===== config.mk =====
export PLATFORM = sky130hd
export DESIGN_NAME = d2s_conv_scheduler
export DESIGN_NICKNAME = d
export VERILOG_FILES = /design/src/rtl/d2s_sched_pkg.sv /design/src/rtl/d2s_conv_scheduler_rr_arbiter.sv /design/src/rtl/d2s_conv_scheduler.sv
export SDC_FILE = /design/constraint.sdc
export NUM_CORES = 1
export LEC_CHECK = 0
export CAP_MARGIN = 20
export CORE_AREA = 5 5 146 148
export DETAILED_ROUTE_END_ITERATION = 12
export DIE_AREA = 0 0 151 153
export GPL_TIMING_DRIVEN = 0
export HOLD_SLACK_MARGIN = 0.05
export MAX_ROUTING_LAYER = met4
export PLACE_DENSITY = 0.68
export SLEW_MARGIN = 0
export SYNTH_ARGS = -nofsm -noshare
export SYNTH_HDL_FRONTEND = slang
export SYNTH_HIERARCHICAL = 1
export SYNTH_SLANG_ARGS = --single-unit

===== constraint.sdc =====
create_clock -name clk_operation -period 4.7 [get_ports clk_operation]
set_input_delay 0.705 -clock clk_operation [delete_from_list [all_inputs] [get_ports clk_operation]]
set_output_delay 0.705 -clock clk_operation [all_outputs]
set_load 0.02 [all_outputs]

===== src/rtl/d2s_sched_pkg.sv =====
// Shared widths and FSM encoding for the double-to-sign-magnitude converter scheduler.
package d2s_sched_pkg;
  localparam int DOUBLE_W = 64;
  localparam int SIG_W    = 16;
  localparam int CNT_W    = 13;

  typedef enum logic [1:0] {
    IDLE  = 2'd0,
    ISSUE = 2'd1,
    WAIT  = 2'd2
  } state_e;
endpackage


===== src/rtl/d2s_conv_scheduler_rr_arbiter.sv =====
// Combinational round-robin picker: first eligible requester at or after ptr_i, wrapping.
module rr_arbiter #(
  parameter int N_REQ = 4,
  parameter int IDX_W = $clog2(N_REQ)
) (
  input  logic [N_REQ-1:0] eligible_i,
  input  logic [IDX_W-1:0] ptr_i,
  output logic [N_REQ-1:0] grant_o,
  output logic [IDX_W-1:0] idx_o
);
  logic [IDX_W:0]   sum;
  logic [IDX_W-1:0] cand;
  logic             found;

  always_comb begin
    grant_o = '0;
    idx_o   = '0;
    found   = 1'b0;
    sum     = '0;
    cand    = '0;
    for (int k = 0; k < N_REQ; k++) begin
      sum = {1'b0, ptr_i} + (IDX_W+1)'(k);
      if (sum >= (IDX_W+1)'(N_REQ)) sum = sum - (IDX_W+1)'(N_REQ);
      cand = sum[IDX_W-1:0];
      if (!found && eligible_i[cand]) begin
        found         = 1'b1;
        grant_o[cand] = 1'b1;
        idx_o         = cand;
      end
    end
  end
endmodule


===== src/rtl/d2s_conv_scheduler.sv =====
// Time-shares one registered double-to-sig16 converter among N_REQ requesters,
// serving each at most once per sampling frame and flagging those left unserved.
module d2s_conv_scheduler
  import d2s_sched_pkg::*;
#(
  parameter int               N_REQ      = 4,
  parameter logic [CNT_W-1:0] GRANT_LAST = 13'd4000
) (
  input  logic                      clk_operation,
  input  logic                      rst,
  input  logic [CNT_W-1:0]          sampling_cycle_counter,
  input  logic [N_REQ-1:0]          req,
  input  logic [DOUBLE_W*N_REQ-1:0] req_double,
  output logic [N_REQ-1:0]          ack,
  output logic [SIG_W-1:0]          rsp_sig16b,
  output logic [N_REQ-1:0]          overrun,
  output logic                      conv_rst,
  output logic                      conv_enable,
  output logic [DOUBLE_W-1:0]       conv_double,
  input  logic [SIG_W-1:0]          conv_sig16b
);
  localparam int IDX_W = $clog2(N_REQ);

  state_e               state_q, state_d;
  logic [IDX_W-1:0]     ptr_q, ptr_d;
  logic [IDX_W-1:0]     gidx_q, gidx_d;
  logic [N_REQ-1:0]     served_q, served_d;
  logic [N_REQ-1:0]     ack_q, ack_d;
  logic [N_REQ-1:0]     overrun_q, overrun_d;
  logic [SIG_W-1:0]     rsp_q, rsp_d;
  logic                 en_q, en_d;
  logic [DOUBLE_W-1:0]  dbl_q, dbl_d;

  logic [N_REQ-1:0]     eligible, arb_grant, in_flight;
  logic [IDX_W-1:0]     arb_idx;
  logic [DOUBLE_W-1:0]  operand [N_REQ];

  function automatic logic [IDX_W-1:0] next_ptr(input logic [IDX_W-1:0] g);
    if (int'(g) == N_REQ - 1) return '0;
    return g + 1'b1;
  endfunction

  for (genvar k = 0; k < N_REQ; k++) begin : g_unpack
    assign operand[k] = req_double[k*DOUBLE_W +: DOUBLE_W];
  end

  assign eligible = req & ~served_q;

  rr_arbiter #(
    .N_REQ (N_REQ),
    .IDX_W (IDX_W)
  ) u_arb (
    .eligible_i (eligible),
    .ptr_i      (ptr_q),
    .grant_o    (arb_grant),
    .idx_o      (arb_idx)
  );

  // The requester owning the converter between grant and ack.
  always_comb begin
    in_flight = '0;
    if (state_q != IDLE) in_flight[gidx_q] = 1'b1;
  end

  always_comb begin
    state_d   = state_q;
    ptr_d     = ptr_q;
    gidx_d    = gidx_q;
    served_d  = served_q;
    ack_d     = '0;
    overrun_d = '0;
    rsp_d     = rsp_q;
    en_d      = 1'b0;
    dbl_d     = dbl_q;

    unique case (state_q)
      IDLE: begin
        if ((|arb_grant) && (sampling_cycle_counter <= GRANT_LAST)) begin
          en_d    = 1'b1;
          dbl_d   = operand[arb_idx];
          ptr_d   = next_ptr(arb_idx);
          gidx_d  = arb_idx;
          state_d = ISSUE;
        end
      end
      ISSUE: state_d = WAIT;
      WAIT: begin
        rsp_d            = conv_sig16b;
        ack_d[gidx_q]    = 1'b1;
        served_d[gidx_q] = 1'b1;
        state_d          = IDLE;
      end
      default: state_d = IDLE;
    endcase

    // Frame start: an in-flight transaction is charged to the new frame.
    if (sampling_cycle_counter == '0) begin
      overrun_d = req & ~served_q & ~in_flight;
      served_d  = in_flight;
    end
  end

  always_ff @(posedge clk_operation) begin
    if (!rst) begin
      state_q   <= IDLE;
      ptr_q     <= '0;
      gidx_q    <= '0;
      served_q  <= '0;
      ack_q     <= '0;
      overrun_q <= '0;
      rsp_q     <= '0;
      en_q      <= 1'b0;
      dbl_q     <= '0;
    end else begin
      state_q   <= state_d;
      ptr_q     <= ptr_d;
      gidx_q    <= gidx_d;
      served_q  <= served_d;
      ack_q     <= ack_d;
      overrun_q <= overrun_d;
      rsp_q     <= rsp_d;
      en_q      <= en_d;
      dbl_q     <= dbl_d;
    end
  end

  assign conv_rst    = ~rst;
  assign ack         = ack_q;
  assign overrun     = overrun_q;
  assign rsp_sig16b  = rsp_q;
  assign conv_enable = en_q;
  assign conv_double = dbl_q;
endmodule


* After elaboration in Yosys (flattened, before gate mapping) *
Index checks and enable logic that the tools add are counted.

storage, ports and cells
  bits in registers = 99
  latch bits = 0
  RAM bits = 0
  memory bits (read-only) = 0
  output and inout bits = 90
  word-level logic and storage cells = 115
  memories kept = 0

operators by class
  add/subtract/negate cells = 8
  $mul = 0
  div/mod/pow operators = 0
  magnitude comparators = 16
  equality and inequality tests = 4
  shifts and indexed selects = 0
  mux-type cells = 47
  bitwise logic cells = 10
  reduce and logical (&&, ||, !) cells = 21

operator list
  operator                                                                            count
  64-bit binary-select mux with 2-bit select                                          1
  64-bit two-way mux                                                                  2
  4-bit two-way mux                                                                   7
  2-bit two-way mux                                                                   11
  1-bit two-way mux                                                                   16
  4-bit OR                                                                            4
  2-bit by 3-bit less-than comparator with 1-bit output, second input constant        5
  13-bit by 12-bit less-or-equal comparator with 1-bit output, second input constant  1
  13-bit zero test                                                                    1
  3-bit >= comparator, second input constant                                          4
  1-bit demux with 2-bit select                                                       5
  2-bit by 1-bit >= comparator with 1-bit output, second input constant               5
  1-bit logical AND                                                                   9
  4-bit AND                                                                           2
  1-bit binary-select mux with 2-bit select                                           4
  4-bit inverter                                                                      2
  2-bit AND reduction                                                                 4
  2-bit by 1-bit subtractor with 2-bit output, second input constant                  4
  2-bit by 2-bit adder with 3-bit output, second input constant                       2
  2-bit by 1-bit equality test with 1-bit output, second input constant               2
  2-bit one-hot mux with 2 select lines                                               1
  2-bit nonzero test                                                                  2
  4-bit OR reduction                                                                  1
  2-bit by 1-bit adder with 3-bit output, second input constant                       1
  8 further kinds                                                                     10

* Longest topological paths before layout *
Gate-level depths: netlist of run 1.

  word-level depth = 19
  gate-level depth with buffers = 13

* Modules after synthesis *
Netlist of run 1, hierarchy kept.

by module, submodules not included
  module              instances  cells each  area an instance (um^2)  seq. area each (um^2)
  d2s_conv_scheduler  1          515         5388.9                   1981.9
  rr_arbiter          1          48          404.1                    0.0

* Least setup slack after synthesis of run 1 *
Ideal clock, no wire load.

  kind = reg2reg
  from = register ptr_q[0]
  to = register dbl_q[0] (netlist: conv_double[0])
  library setup time = 0.120 ns
  arrival time = 3.086 ns
  data required time = 4.580 ns
  slack = 1.495 ns
  stages on the path, launching flop included = 13
  path buffers = 3
  cell sequence = dfxtp_1 -> buf_2 -> inv_1 -> ha_1 -> mux4_2 -> nor2b_1 -> o21ai_0 -> o31ai_1 -> buf_4 -> buf_4 -> mux4_2 -> nand2_1 -> mux2i_1

on the way
  word-level cells in the longest chain between the ends = 18

RTL lines
  element                                                                                          RTL line                             RTL
  start: declaration                                                                               d2s_conv_scheduler.sv:25             logic [IDX_W-1:0] ptr_q, ptr_d;
  start signal: assignment                                                                         d2s_conv_scheduler.sv:116            ptr_q <= ptr_d;
  parallel branches: the longest is 13 deep, another holds 2-bit by 1-bit adder with 3-bit output  -
  2-bit two-way mux *                                                                              d2s_conv_scheduler_rr_arbiter.sv:25  if (!found && eligible_i[cand]) begin
  net arb_idx[0]                                                                                   d2s_conv_scheduler.sv:35             logic [IDX_W-1:0] arb_idx;
  2-bit inverter with 3-bit output (not written as such) *                                         d2s_conv_scheduler.sv:80             dbl_d = operand[arb_idx];
  64-bit binary-select mux with 2-bit select *                                                     d2s_conv_scheduler.sv:80
  64-bit two-way mux (not written as such) * (2 in a row)                                          d2s_conv_scheduler.sv:80
  end signal: assignment                                                                           d2s_conv_scheduler.sv:123            dbl_q <= dbl_d;
  end: declaration                                                                                 d2s_conv_scheduler.sv:32             logic [DOUBLE_W-1:0] dbl_q, dbl_d;

Mark *: on every way through the listed nets, which the timed path passes. The select of a mux whose other input is x is not followed.
A chain may end at the register's enable or synchronous reset.

* Final worst setup path of run 1 *
  from = input req[3]
  to = register dbl_q[6] (netlist: conv_double[6])

on the way
  word-level cells in the longest chain between the ends = 17

RTL lines
  element                                                   RTL line                             RTL
  start: declaration                                        d2s_conv_scheduler.sv:12             input logic [N_REQ-1:0] req,
  4-bit AND *                                               d2s_conv_scheduler.sv:47             assign eligible = req & ~served_q;
  net eligible[3]                                           d2s_conv_scheduler.sv:34             logic [N_REQ-1:0] eligible, arb_grant, in_flight;
  1-bit binary-select mux with 2-bit select                 d2s_conv_scheduler_rr_arbiter.sv:25
  1-bit two-way mux (not written as such)                   d2s_conv_scheduler_rr_arbiter.sv:25
  1-bit two-way mux                                         d2s_conv_scheduler_rr_arbiter.sv:25
  1-bit zero test                                           d2s_conv_scheduler_rr_arbiter.sv:25
  1-bit logical AND                                         d2s_conv_scheduler_rr_arbiter.sv:25
  1-bit two-way mux                                         d2s_conv_scheduler_rr_arbiter.sv:25
  [... 2 more ...]                                          -
  1-bit two-way mux                                         d2s_conv_scheduler_rr_arbiter.sv:25
  1-bit zero test                                           d2s_conv_scheduler_rr_arbiter.sv:25
  1-bit logical AND                                         d2s_conv_scheduler_rr_arbiter.sv:25
  2-bit two-way mux *                                       d2s_conv_scheduler_rr_arbiter.sv:25
  net arb_idx[0]                                            d2s_conv_scheduler.sv:35
  2-bit inverter with 3-bit output (not written as such) *  d2s_conv_scheduler.sv:80
  64-bit binary-select mux with 2-bit select *              d2s_conv_scheduler.sv:80
  64-bit two-way mux (not written as such) * (2 in a row)   d2s_conv_scheduler.sv:80

Mark *: on every way through the listed nets, which the timed path passes. The rest lies on a longest branch. The select of a mux whose other input is x is not followed.

==> metrics, run 1 <==
number of unique standard cell types used by synthesis=slightly above 40; growth of design area from synthesis to finish=76.7%; fraction of registers with async set or reset after synthesis=0%; run status=complete, no violations; classification of the worst-slack hold path=reg2reg; final WL=22800 um; number of synthesized register bits=99; post-CTS resize count=0; post-synthesis xor/xnor area fraction=0%; achievable clock frequency=~260 MHz; post-synthesis compound-gate area fraction=roughly 4.7%; clock tree from TritonCTS=yes; first-pass iteration count of the detailed router=4; RSZ-0062 raised after global routing=no; syn_area_per_cell=between 10 and 15 um2; Yosys warning total=6; most used flip-flop cell after synthesis=sky130_fd_sc_hd__dfxtp_1; number of instances in the synthesized netlist=563; cell area after technology mapping=a little under 6000 um2; Via Count=roughly 5900; Clock Tree Root=sky130_fd_sc_hd__clkbuf_16; area of the die=roughly 23000 um2; maximum level of the CTS H-tree=3; routability congestion estimate from global placement=approximately 0.88; Port Buffer Count=around 380; adder-cell share of the synthesized area=under 10%; Post-CTS Setup Bufs=0; largest vdd supply drop=between 0.2 and 0.25 mV; drt wl/cell=18.5 um; total global routing track utilization=19.9%; required time worst endpoint=a little under 5000 ps; launch point of the critical path=req[3]; largest net degree at the start of global routing=19; nature of the critical path startpoint=input port; crit path DAT=approximately 4100 ps; insertion delay to the later sink of the worst-skew pair=around 350 ps; nets in the synthesized netlist=860; number of antenna violations at the first check in global routing=4; Max Fanout on Critical Path=10; number of global-route vias before repair=roughly 6000; total of endpoints with negative setup slack in the final report=0; reg-to-reg startpoint=ptr_q[0]; Min-Delay Path Depth=1; static leakage power=0.00393 uW; Detailed Route Iter0 Violations=195; starting utilization of the core area=~29%; Worst Reg-to-Reg Cells=11; post-DR vias/cell=between 4 and 5; clock-pin slew on the worst setup and hold paths=about 70 ps; maximum buffer depth of the clock tree=2; cell area reported after detailed placement=about 10000 um2; actual transition at the worst max-transition pin=between 600 and 700 ps; Slew Viols, Final=0; std cell rows=52; total of max-cap violations=0; Die Wd=151 um; Die Span Y=between 150 and 200 um; Final TNS setup=0 ps; minimum clock period after layout=3850 ps; number of buffers created by CTS=9; Clock Sink Count=99; Final #Nets=around 1300; final instance area=approximately 10000 um2; multiplexer area fraction after synthesis=between 30% and 40%; classification of the worst setup path=in2reg; largest family of logic cells by synthesized area=multiplexers; portion of the clock cycle consumed by the worst path in the final layout=between 80% and 90%; Hold-fix buffers, CTS=0; total power density per cell area=about 570 nW/um2; fraction of final layout cells with drive strength greater than 1=between 10 and 15%; sequential element share of the synthesized area=between 30% and 40%; DRC viols=0; Max-slew headroom=a little under three fifths; hold path start=state_q[1]; Post-synth EDFFs=0; count of antenna-violating nets left after detailed routing=0; IO Pins=between 300 and 400; share of synthesized cell area in and, or, nand and nor gates=between 15 and 20%; Worst Clk Skew=approximately 6.7 ps; Worst setup EP type=flip-flop; total gr overflow=0; placed wire-length estimate=19100 um; total count of hold-check failures in the final report=0; first-pass GRT wire length=34100 um; area of the core=around 20000 um2
[flip-flops by register name, summed over array words and instances (netlist names)]
| signal | cells |
|---|---|
| ack | 4 |
| conv_double | 64 |
| conv_enable | 1 |
| gidx_q | 2 |
| overrun | 4 |
| ptr_q | 2 |
| rsp_sig16b | 16 |
| served_q | 4 |
| state_q | 2 |
[critical path, cell delays in order]
cell,delay [ps]
sky130_fd_sc_hd__clkdlybuf4s50_1,420
sky130_fd_sc_hd__nor2b_1,210
sky130_fd_sc_hd__mux4_2,550
sky130_fd_sc_hd__clkbuf_1,220
sky130_fd_sc_hd__o31ai_1,610
sky130_fd_sc_hd__buf_4,350
sky130_fd_sc_hd__buf_4,280
sky130_fd_sc_hd__mux4_2,560
sky130_fd_sc_hd__nand2_1,100
sky130_fd_sc_hd__mux2i_1,60
[per-stage QoR]
step	power [uW]	std cells	setup slack, ps	util, %	hold slack, ps
floorplan	3780	563	1490	-	417
global placement	5110	1212	418	49.8	430
detailed placement	5120	1212	422	49.8	440
CTS	5920	1227	770	51.4	451
global route	6220	1231	460	51.4	471
finish	5830	1231	848	51.4	448
[cells in the final DEF, fill, tap and decap left out, types with 4 or more instances in the layout]
master	count
sky130_fd_sc_hd__clkbuf_1	25
sky130_fd_sc_hd__nor2b_1	10
sky130_fd_sc_hd__buf_4	6
sky130_fd_sc_hd__a22oi_1	8
sky130_fd_sc_hd__buf_1	4
sky130_fd_sc_hd__dfxtp_1	99
sky130_fd_sc_hd__buf_6	6
sky130_fd_sc_hd__ha_1	6
sky130_fd_sc_hd__nand2_1	180
sky130_fd_sc_hd__nor2_1	11
sky130_fd_sc_hd__clkbuf_16	9
sky130_fd_sc_hd__a21oi_1	17
sky130_fd_sc_hd__clkdlybuf4s50_1	379
sky130_fd_sc_hd__o21ai_0	7
sky130_fd_sc_hd__diode_2	4
sky130_fd_sc_hd__buf_2	7
sky130_fd_sc_hd__mux2i_1	69
sky130_fd_sc_hd__inv_1	4
sky130_fd_sc_hd__mux4_2	68
sky130_fd_sc_hd__and4_1	4
[cell usage after synthesis, types with 2 or more instances]
master / count / area share, %
sky130_fd_sc_hd__o22ai_1: 3 / 0.32
sky130_fd_sc_hd__and4_1: 4 / 0.60
sky130_fd_sc_hd__buf_6: 6 / 1.2
sky130_fd_sc_hd__buf_1: 4 / 0.26
sky130_fd_sc_hd__ha_1: 6 / 1.3
sky130_fd_sc_hd__nor4_1: 3 / 0.32
sky130_fd_sc_hd__nand2b_1: 2 / 0.22
sky130_fd_sc_hd__mux4_2: 68 / 26
sky130_fd_sc_hd__buf_4: 6 / 0.78
sky130_fd_sc_hd__dfxtp_1: 99 / 34
sky130_fd_sc_hd__o21ai_0: 7 / 0.60
sky130_fd_sc_hd__nand3_1: 2 / 0.17
sky130_fd_sc_hd__buf_2: 7 / 0.60
sky130_fd_sc_hd__a21oi_1: 17 / 1.5
sky130_fd_sc_hd__a22oi_1: 8 / 1.0
sky130_fd_sc_hd__mux2i_1: 69 / 12
sky130_fd_sc_hd__clkbuf_1: 25 / 1.6
sky130_fd_sc_hd__nor2_1: 11 / 0.71
sky130_fd_sc_hd__nand2_1: 180 / 12
sky130_fd_sc_hd__inv_1: 4 / 0.26
sky130_fd_sc_hd__and3_1: 3 / 0.32
sky130_fd_sc_hd__nor2b_1: 10 / 1.1
[cell type report]
cell class | instances | area (um2)
tap | 270 | 338
buffer | 49 | 262
clock buffer | 9 | 225
timing repair buffer | 379 | 3790
inverter | 4 | 15.0
clock inverter | 6 | 78.8
sequential | 99 | 1980
multi-input combinational | 411 | 3530
antenna | 4 | 10.0
fill | 1881 | 9670
[worst paths after layout]
path	to	slack, ps
max	conv_double[6]	850
min	state_q[1]	450
max reg2reg	conv_double[6]	850
min reg2reg	state_q[1]	450
[per-layer routing]
metal,part of all wire [%],GRT usage (%)
met1,40,23.6
met2,50,32.7
met3,8.3,5.92
met4,2.0,5.44
met5,0,-
[cell families (layout without fill, tap and decap cells)]
group	after synthesis	count (layout)
compound gates	44	44
mux	137	137
fa+ha+maj	6	6
buf+inv	53	447
other cells	0	4
simple gates	224	224
flops	99	99
[power breakdown]
group | total [uW] | leakage, uW | internal, uW | switching, uW
combinational | 3730 | 0.00297 | 1970 | 1760
clock | 780 | 0.000151 | 424 | 357
sequential | 1320 | 0.000807 | 1140 | 178
Note: power is estimated with default switching activity, not from simulation.
==> run 2, diff against run 1 <==
Settings changed: CORE_AREA 5 5 146 148 to 5 5 143 145, DIE_AREA 0 0 151 153 to 0 0 148 150, PLACE_DENSITY 0.68 to 0.7.
Clock period 4.7 ns to 3.7 ns, I/O delays scaled along.
==> run 2 against run 1 <==
Sequential cell count stayed put. Register-to-register slack worse by 590 ps. Setup slack worse by 590 ps. Clock power is 20% higher. Power is 28% higher. Critical path depth is 1 higher. Count of clock-buffer cells in the layout stayed put. Global-route usage is 0.41 points higher. Final area is 0.17% lower. Critical path type is now reg2reg.
==> metrics, run 2 (synthesized netlist as in run 1, its figures left out) <==
run status=complete, no violations; Clock Sink Count=99; insertion delay to the later sink of the worst-skew pair=approximately 340 ps; Largest register FFs=64; total power density per cell area=between 700 and 800 nW/um2; amount of wire on met3 after detailed routing=between 1500 and 2000 um; largest vdd supply drop=0.374 mV; ordered list of cells on the worst path=buf_2 -> inv_1 -> ha_1 -> mux4_2 -> nor4b_4 -> a22o_1 -> buf_4 -> clkbuf_2 -> mux4_2 -> nand2_1 -> mux2i_1; std cell rows=just over 50; total gr overflow=0; Seq pwr share=22.4%; Final #Nets=1253; Slew Viols, Final=0; Die Wd=between 100 and 150 um; static leakage power=0.00396 uW; Max Fanout on Critical Path=10; uppermost signal routing layer after detailed routing=met4; total of max-cap violations=0; first-pass iteration count of the detailed router=4; Clock Tree Root=sky130_fd_sc_hd__clkbuf_16; most used cell along the critical path=sky130_fd_sc_hd__mux4_2; number of antenna violations at the first check in global routing=1; post-DR vias/cell=4.84; maximum buffer depth of the clock tree=2; clock-pin slew on the worst setup and hold paths=roughly 70 ps; worst hold slack across all endpoints=roughly 450 ps; DRC viols=0; RSZ-0062 raised after global routing=no; Switch Pwr=slightly below 3000 uW; maximum level of the CTS H-tree=3; clock tree from TritonCTS=yes; actual transition at the worst max-transition pin=between 600 and 700 ps; achievable clock frequency=~290 MHz; first-pass GRT wire length=33900 um; area of the die=roughly 22000 um2; number of global-route vias before repair=a little over 6000; Hold-fix buffers, CTS=0; Worst setup EP type=flip-flop; crit path DAT=3670 ps; Die Span Y=approximately 150 um; cell with the largest stage delay on the worst path=sky130_fd_sc_hd__dfxtp_2; Worst Clk Skew=10.8 ps; proportion of total power due to net switching=roughly two fifths; fraction of final layout cells with drive strength greater than 1=12.4%; length of routed wiring on met1=8880 um; most common library cell in the layout ignoring fill and taps=sky130_fd_sc_hd__clkdlybuf4s50_1; Worst path max stage delay=around 420 ps; required time worst endpoint=between 3000 and 4000 ps; placed wire-length estimate=18900 um; total of endpoints with negative setup slack in the final report=0; routability congestion estimate from global placement=a little over 0.8; area of the core=between 15000 and 20000 um2; met2 routed wirelength=11700 um; classification of the worst setup path=reg2reg; number of buffers created by CTS=9; classification of the worst-slack hold path=reg2reg; Max-slew headroom=roughly 58%; Via Count=roughly 5800; nature of the critical path startpoint=flip-flop; Detailed Route Iter0 Violations=between 200 and 250; internal power consumption=roughly 4500 uW; final WL=around 23000 um; leading cell types in the layout, fill and taps excluded=379 x sky130_fd_sc_hd__clkdlybuf4s50_1, 180 x sky130_fd_sc_hd__nand2_1, 98 x sky130_fd_sc_hd__dfxtp_1; portion of the clock cycle consumed by the worst path in the final layout=between 90% and 100%; IO Pins=381; largest net degree at the start of global routing=20; fraction of power consumed by combinational cells=between 60% and 70%; starting utilization of the core area=30.4%; minimum clock period after layout=approximately 3400 ps; total global routing track utilization=20.3%; post-layout power=approximately 7400 uW; total count of hold-check failures in the final report=0; count of antenna-violating nets left after detailed routing=0; share of total power in the clock network=about an eighth; growth of design area from synthesis to finish=76.4%; Port Buffer Count=~380; drt wl/cell=roughly 19 um
## run 2: cell count changes in the layout (fill, tap and decap cells not counted), sizes merged
cell and change:
inv -2, clkinv +3, clkinvlp +1, buf +3
bufinv -1, diode -3
## run 2: worst max-delay path: cells and delay by family, from the launching register on
family / cells / cell delay [ps]
compound gates: 1 / 250
fa+ha+maj: 1 / 380
buf+inv: 4 / 950
flops: 1 / 420
mux: 3 / 850
simple gates: 2 / 480
## run 2: cell type report
type	count	area, um2
Multi-Input combinational cell	411	3540
Buffer	49	268
Timing Repair Buffer	382	3820
Clock buffer	9	225
Inverter	4	15.0
Tap cell	238	298
Sequential cell	99	1980
Clock inverter	7	71.3
Fill cell	1773	8860
Antenna cell	1	2.50
## run 2: path summary, 6_finish.rpt
kind,slack [ps],depth (start not counted),end,start
hold / removal,450,2,rsp_sig16b[15],rsp_sig16b[15]
setup reg to reg,260,11,conv_double[16],ptr_q[0]
setup / recovery,260,11,conv_double[16],ptr_q[0]
hold reg to reg,450,2,rsp_sig16b[15],rsp_sig16b[15]
## run 2: metrics by stage
stage | cells | TNS, ps | util (%) | setup WS [ps] | area, um2
CTS | 1198 | 0 | 53.5 | 17.7 | 10200
global placement | 1180 | -17650 | 51.8 | -408 | 9880
floorplan | 563 | 0 | - | 495 | 5790
finish | 1200 | 0 | 53.6 | 258 | 10200
global route | 1200 | 0 | 53.6 | 20.6 | 10200
detailed placement | 1180 | -17150 | 51.8 | -393 | 9880
## run 2: metal layers
| layer | GRT usage (%) | up-vias |
|---|---|---|
| li1 | - | 2816 |
| met1 | 23.8 | 2760 |
| met2 | 35.1 | 214 |
| met3 | 5.30 | 21 |
| met4 | 4.48 | 0 |
| met5 | - | - |
## run 2: power by group through the flow
| stage | Sequential (uW) | Clock, uW | Combinational [uW] |
|---|---|---|---|
| 2_1_floorplan | 2110 | 0 | 2690 |
| 3_3_place_gp | 1680 | 0 | 4850 |
| 3_5_place_dp | 1690 | 0 | 4870 |
| 4_1_cts | 1670 | 964 | 4920 |
| 5_1_grt | 1730 | 1010 | 5220 |
| 6_report | 1670 | 935 | 4840 |
## run 2: repair_timing
item,4_1_cts,5_1_grt
resized for setup,6,2
setup buffers,2,1
setup endpoints to repair,49,64
==> run 3, diff against run 2 <==
Settings changed: CORE_AREA 5 5 143 145 to not set, CORE_ASPECT_RATIO set to 0.7, CORE_MARGIN set to 5, CORE_UTILIZATION set to 33, DIE_AREA 0 0 148 150 to not set, PLACE_DENSITY 0.7 to 0.78.
Clock period 3.7 ns to 3 ns, I/O delays scaled along.
==> run 3 against run 2 <==
First-iteration DRC count grew 37%. Register-to-register slack worse by 130 ps. Combinational power increased by 36%. Routed wire length rose by 5.6%. Sequential cell count unchanged.
==> metrics, run 3 (synthesized netlist as in run 1, its figures left out) <==
run status=complete, no violations; total power density per cell area=roughly 930 nW/um2; starting utilization of the core area=between 30% and 40%; first-pass GRT wire length=~34000 um; reg-to-reg startpoint=ptr_q[0]; Clock Tree Root=sky130_fd_sc_hd__clkbuf_16; total gr overflow=0; nature of the critical path startpoint=flip-flop; number of global-route vias before repair=6134; Detailed Route Iter0 Violations=between 200 and 300; area of the core=around 17000 um2; Slew Viols, Final=0; Die Span Y=~120 um; setup slack of the most critical reg-to-reg path=around 130 ps; number of buffers created by CTS=9; total count of hold-check failures in the final report=0; minimum clock period after layout=~2900 ps; portion of the clock cycle consumed by the worst path in the final layout=between 90 and 100%; Final #Nets=approximately 1300; Max-slew headroom=between 60% and 70%; routability congestion estimate from global placement=0.915; area of the die=roughly 20000 um2; final WL=about 24000 um; final instance area=around 11000 um2; Die Wd=approximately 170 um; post-DR vias/cell=roughly 5.0; post-layout power=between 9000 and 10000 uW; DRC viols=0; clock-pin slew on the worst setup and hold paths=~70 ps; number of antenna violations at the first check in global routing=3; Port Buffer Count=around 380; total of endpoints with negative setup slack in the final report=0; Via Count=about 6000; count of antenna-violating nets left after detailed routing=0; classification of the worst-slack hold path=reg2reg; count of filler cells inserted in the layout=about 1500; Min-Delay Path Depth=1; Max Fanout on Critical Path=9; largest net degree at the start of global routing=18; fraction of final layout cells with drive strength greater than 1=about 15%; cell with the largest stage delay on the worst path=sky130_fd_sc_hd__mux4_2; achievable clock frequency=roughly 350 MHz; placed wire-length estimate=slightly below 20000 um; IO Pins=381; hold path start=state_q[1]; insertion delay to the later sink of the worst-skew pair=between 300 and 400 ps; ordered list of cells on the worst path=buf_8 -> buf_4 -> mux4_2 -> nor4b_4 -> buf_4 -> a22oi_2 -> o21ai_2 -> nor4_2 -> nor3_2 -> o31ai_4 -> buf_8 -> buf_6 -> mux2i_1; final core utilization=62.0%; sum of buffers and inverters on the critical path=5; largest vdd supply drop=approximately 0.50 mV; leading cell types in the layout, fill and taps excluded=375 x sky130_fd_sc_hd__clkdlybuf4s50_1, 180 x sky130_fd_sc_hd__nand2_1, 97 x sky130_fd_sc_hd__dfxtp_1; actual transition at the worst max-transition pin=roughly 580 ps; drt wl/cell=19.7 um; maximum buffer depth of the clock tree=2; classification of the worst setup path=reg2reg; clock tree from TritonCTS=yes; most common library cell in the layout ignoring fill and taps=sky130_fd_sc_hd__clkdlybuf4s50_1; maximum level of the CTS H-tree=3; required time worst endpoint=between 3000 and 4000 ps; Worst Clk Skew=6.85 ps; worst hold endpoint=state_q[1]; Largest register FFs=between 60 and 70; Clock Sink Count=99; std cell rows=40; Worst setup EP type=flip-flop; cell area reported after detailed placement=roughly 10000 um2; reg2reg end=conv_double[25]; static leakage power=approximately 0.0042 uW; first-pass iteration count of the detailed router=4; Worst Reg-to-Reg Cells=13; dpl ws=-957 ps; worst path setup slack after routing=approximately 130 ps; Worst path max stage delay=approximately 530 ps; CP delay by family, top=buffers and inverters; crit path DAT=3130 ps; total of max-cap violations=0; total global routing track utilization=between 20% and 30%; growth of design area from synthesis to finish=84.2%
[run 3: per-layer routing]
layer | up-vias | part of all wire (%) | global-route usage, %
met1 | 2905 | 42 | 27.5
li1 | 2844 | - | -
met4 | 0 | 1.6 | 4.71
met2 | 220 | 49 | 36.6
met3 | 22 | 7.6 | 6.97
met5 | - | 0 | -
[run 3: how the worst max path moves through the flow]
stage               startpoint               to  depth (start not counted)
detailed placement      req[2]  conv_double[54]                         10
CTS                     req[2]  conv_double[59]                         11
global route          ptr_q[0]  conv_double[13]                         13
finish                ptr_q[0]  conv_double[25]                         13
global placement        req[1]  conv_double[54]                         10
floorplan             ptr_q[1]   conv_double[0]                         12
[run 3: final cells by class]
type,count,area [um2],share of cell area [%]
Buffer,48,408,3.82
Timing Repair Buffer,396,4000,37.5
Clock inverter,7,97.6,0.914
Sequential cell,99,1990,18.6
Inverter,4,15.0,0.141
Clock buffer,9,225,2.11
Tap cell,231,289,2.71
Antenna cell,4,10.0,0.0938
Multi-Input combinational cell,411,3640,34.1
[run 3: what timing repair did]
item | 4_1_cts | 5_1_grt
hold buffers | 0 | 0
setup buffers | 8 | 5
setup endpoints to repair | 70 | 70
gates cloned | 0 | 4
pin swaps | 5 | 4
gates resized for setup | 52 | 28
[run 3: worst reg2reg max path, delay by kind of cell (launching register included)]
kind | cells | cell delay (ps)
buffers and inverters | 5 | 800
multiplexers | 2 | 730
flip-flops | 1 | 350
AO/OA/AOI/OAI | 3 | 360
AND/OR/NAND/NOR | 3 | 560
[run 3: power by group]
part	internal (uW)	total, uW	leakage [uW]	switching (uW)
combinational	3630	6560	0.00323	2930
clock	736	1270	0.000152	535
sequential	1800	2090	0.000809	286
[run 3: stage by stage]
stage,hold slack (ps),instances,setup TNS [ps]
final,453,1209,0
after global routing,472,1208,-420
after CTS,450,1197,-17.2
after detailed placement,440,1173,-57450
after global placement,434,1173,-55230
after floorplan,417,563,-371
